`src/rtl/program_counter_writeback_unit.sv`:
```
// ============================================================================
// Module   : program_counter_writeback_unit
// Purpose  : 6502 PC register with load/increment and two-cycle relative branch.
// Revision : 1.0
// ============================================================================
`default_nettype none

module program_counter_writeback_unit #(
  parameter logic [15:0] RESET_PC = 16'hFFFC
) (
  input  logic       clk,
  input  logic       reset,
  input  logic       load,
  input  logic       inc,
  input  logic [7:0] adr_lo,
  input  logic [7:0] adr_hi,
  input  logic       branch_start,
  input  logic [7:0] offset,
  output logic [7:0] pcl_out,
  output logic [7:0] pch_out,
  output logic       busy,
  output logic       page_cross
);

  typedef enum logic [0:0] {
    IDLE = 1'b0,
    FIX  = 1'b1
  } state_t;

  state_t      state, state_next;
  logic [7:0]  pcl, pch, pcl_next, pch_next;
  logic        fix_down, fix_down_next;
  logic        busy_next, page_cross_next;
  logic [8:0]  sum9;
  logic [15:0] src, src_inc;

  assign sum9    = {1'b0, pcl} + {1'b0, offset};
  assign src     = load ? {adr_hi, adr_lo} : {pch, pcl};
  assign src_inc = src + {15'd0, inc};

  always_comb begin
    state_next      = state;
    pcl_next        = pcl;
    pch_next        = pch;
    fix_down_next   = fix_down;
    busy_next       = 1'b0;
    page_cross_next = 1'b0;
    case (state)
      IDLE: begin
        if (branch_start) begin
          pcl_next = sum9[7:0];
          // Carry out with a positive offset, or no carry with a negative one,
          // means the target lies on an adjacent page.
          if (offset[7] ^ sum9[8]) begin
            state_next      = FIX;
            busy_next       = 1'b1;
            page_cross_next = 1'b1;
            fix_down_next   = offset[7];
          end
        end else begin
          {pch_next, pcl_next} = src_inc;
        end
      end
      FIX: begin
        pch_next   = fix_down ? (pch - 8'd1) : (pch + 8'd1);
        state_next = IDLE;
      end
      default: state_next = IDLE;
    endcase
  end

  always_ff @(posedge clk) begin
    if (reset) begin
      state      <= IDLE;
      pcl        <= RESET_PC[7:0];
      pch        <= RESET_PC[15:8];
      fix_down   <= 1'b0;
      busy       <= 1'b0;
      page_cross <= 1'b0;
    end else begin
      state      <= state_next;
      pcl        <= pcl_next;
      pch        <= pch_next;
      fix_down   <= fix_down_next;
      busy       <= busy_next;
      page_cross <= page_cross_next;
    end
  end

  assign pcl_out = pcl;
  assign pch_out = pch;

endmodule

`default_nettype wire
```
`config.mk`:
```
export PLATFORM = sky130hd
export DESIGN_NAME = program_counter_writeback_unit
export DESIGN_NICKNAME = d
export VERILOG_FILES = /design/src/rtl/program_counter_writeback_unit.sv
export SDC_FILE = /design/constraint.sdc
export NUM_CORES = 1
export LEC_CHECK = 0
export ABC_AREA = 0
export CAP_MARGIN = 20
export CELL_PAD_IN_SITES_DETAIL_PLACEMENT = 0
export CELL_PAD_IN_SITES_GLOBAL_PLACEMENT = 1
export CORE_MARGIN = 10
export CORE_UTILIZATION = 35
export DETAILED_ROUTE_END_ITERATION = 7
export PLACE_DENSITY_LB_ADDON = 0.15
export SYNTH_ARGS = -nofsm -noshare
export SYNTH_HDL_FRONTEND = slang
export SYNTH_SLANG_ARGS = --single-unit
```
`constraint.sdc`:
```
create_clock -name clk -period 5.6 [get_ports clk]
set_input_delay 0.56 -clock clk [delete_from_list [all_inputs] [get_ports clk]]
set_output_delay 0.56 -clock clk [all_outputs]
set_load 0.005 [all_outputs]
```
==> results.yml <==
run:
  maxCapViolCount: 0
global_route:
  grt_pass1_wl_mm: 10.0
  grt_pass1_vias: 1990
  grt_util_all_layers_pct: 13.5
  overflow: 0
  grt_max_degree: 27
  antenna_found_initial: 0
power_and_ir_drop:
  total_power_mw: 0.681
  p_per_area_nw_per_um2: 264
  peakVddDrop_v: 0.000133
  p_leak_nw: 1.02
worst_setup_path:
  required_ns: 5.72
  start_kind: "input pin"
  cp.arrival_ns: 3.69
  worstPathMaxFanout: 26
  endpoint_kind: "register"
  path_class: "in -> reg"
timing:
  skew_ns: 0.00260
  min_period_ns: 3.57
  setup_viol: 0
  rsz0062_at_grt: "no"
  timing.hold.ws_ns: 0.553
  period_share_pct: 63.7
  worst_pin_slew_ns: 0.948
  final.setup.tns_ns: 0
  report.final.hold_viol_count: 0
  relSlewSlack_pct: 36.7
  drv_slew: 0
  max_freq_mhz: 280
  fin_ws_ns: 2.03
die:
  rows: 27
  die_w_um: 96.2
  initial_core_util_pct: 36.4
  die-area_sq_um: 9250
  core_sq_um: 5570
  die_h_um: 96.2
  pin_count: 47
cts:
  clk_pin_slew_worst_paths_ns: 0.08
  root_buffer: "clkbuf_8"
  ctsResizeCount: 0
  cts_tree: "done"
  hold_buffers: 0
  cts_max_level: 1
  post_cts_buffers: 0
  cts.sinks: 18
  clk_latency_ns: 0.26
  cts_buffers: 3
  ctsLongestPathBuffers: 2
routing:
  avgRoutedWirePerCell_um: 16.4
  drtPass1Iterations: 4
  drt-initial-drc-count: 137
  vias: 2026
  drc: 0
  ant_nets: 0
  drt_wl_total_mm: 6.08
  routed_via_density: 5.45
yosys:
  synth_warnings: 0
  synth_seq_area_share_pct: 17.7
  syn_nets: 310
  synth.distinct_cells: 54
  synthFlopType: "dfxtp_1"
  synth-seq-cells: 18
  synth_area_sq_um: 2030
  syn-instance-count: 263
  synth-edff-count: 0
  avgSynthCellArea_sq_um: 7.72
  async_flop_share_pct: 0
layout:
  final_util_pct: 46.2
  final_common_cell: "clkdlybuf4s50_1"
  seqCellArea_sq_um: 360
  final_cells: 372
  nFillCells: 586
  layout.nets: 348
  multi_input_area_sq_um: 1560
  area_delta_synth_final_pct: 26.8
  drive_gt1_share_pct: 3.67
  fin_area_sq_um: 2570
  antennaDiodeCount: 0
  final_cell_mix: "clkdlybuf4s50_1 (46), nand2_1 (25), nor2_1 (18), dfxtp_1 (18), ha_1 (16)"
place:
  place_ws_ns: 1.77
  dpl_cell_area_sq_um: 2520
  gp_congestion: 0.827
  dp_cells: 368
  port_buffers: 46
  dpl.hpwl_mm: 4.68
min_path:
  hp-class: "reg -> reg"
outcome:
  status: "complete, no violations"
-- routing by layer --
layer / up-vias / part of all wire [%] / track usage, %
li1: 1060 / - / -
met1: 919 / 50 / 18.7
met2: 43 / 42 / 20.4
met3: 4 / 7.0 / 3.97
met4: 0 / 0.66 / 1.97
met5: - / 0 / 0
-- logic make-up after synthesis --
group / after synthesis / synth area share (%)
and+or+nand+nor: 95 / 25.3
AOI/OAI and AO/OA: 72 / 23.5
buffers and inverters: 25 / 5.42
xor gates and xnor gates: 20 / 8.63
adders and majority gates: 18 / 11.8
DFF: 18 / 17.7
muxes: 15 / 7.64
-- cell usage after synthesis, types with 3 or more instances --
library cell	n	area share, %
nand2_1	25	4.6
dfxtp_1	18	18
nor2_1	18	3.3
ha_1	16	9.9
a21oi_1	15	3.7
o21ai_0	15	3.7
nand3_1	14	3.5
xor2_1	12	5.2
mux2i_1	11	5.4
inv_1	10	1.8
a211oi_1	9	3.3
xnor2_1	8	3.5
nand4_1	7	2.2
nor3_1	7	1.7
clkbuf_1	6	1.1
buf_2	4	0.99
nand2b_1	4	1.2
nand4b_1	4	1.7
nor2b_1	4	1.2
o211ai_1	4	1.5
a31oi_1	3	0.92
mux2_2	3	1.7
o21ai_1	3	0.74
o22ai_1	3	0.92
-- power breakdown --
part           switching, mW  internal (mW)
Clock                 0.0509         0.0626
Sequential            0.0498          0.151
Combinational          0.177          0.189
-- registers in the layout, indices dropped and copies added (netlist names) --
name        cells
fix_down        1
page_cross      1
pch_out         8
pcl_out         8
-- layout make-up --
cell class                      instances  area share [%]
Sequential cell                        18            14.0
Multi-Input combinational cell        220            60.6
Clock buffer                            4            2.14
Timing Repair Buffer                   47            18.2
Inverter                               11            1.60
Tap cell                               72            3.50
-- critical path, cell delays in order --
cell             delay [ns]
clkdlybuf4s50_1        0.87
buf_4                  0.44
nand4b_4               0.20
a222oi_1               0.78
and3_1                 0.30
mux2_1                 0.33
o22ai_1                0.12
o21ai_1                0.08
-- worst paths after layout --
| kind | to | cells past startpoint | startpoint | slack (ns) |
|---|---|---|---|---|
| max reg2reg | pch_out[4]$_SDFFE_PP1N_ | 6 | pcl_out[3]$_SDFFE_PP1N_ | 3.17 |
| max | pch_out[4]$_SDFFE_PP1N_ | 8 | load | 2.03 |
| min | pcl_out[0]$_SDFFE_PP0N_ | 2 | pcl_out[0]$_SDFFE_PP0N_ | 0.55 |
| min reg2reg | pcl_out[0]$_SDFFE_PP0N_ | 2 | pcl_out[0]$_SDFFE_PP0N_ | 0.55 |
(Power assumes the default switching activity.)
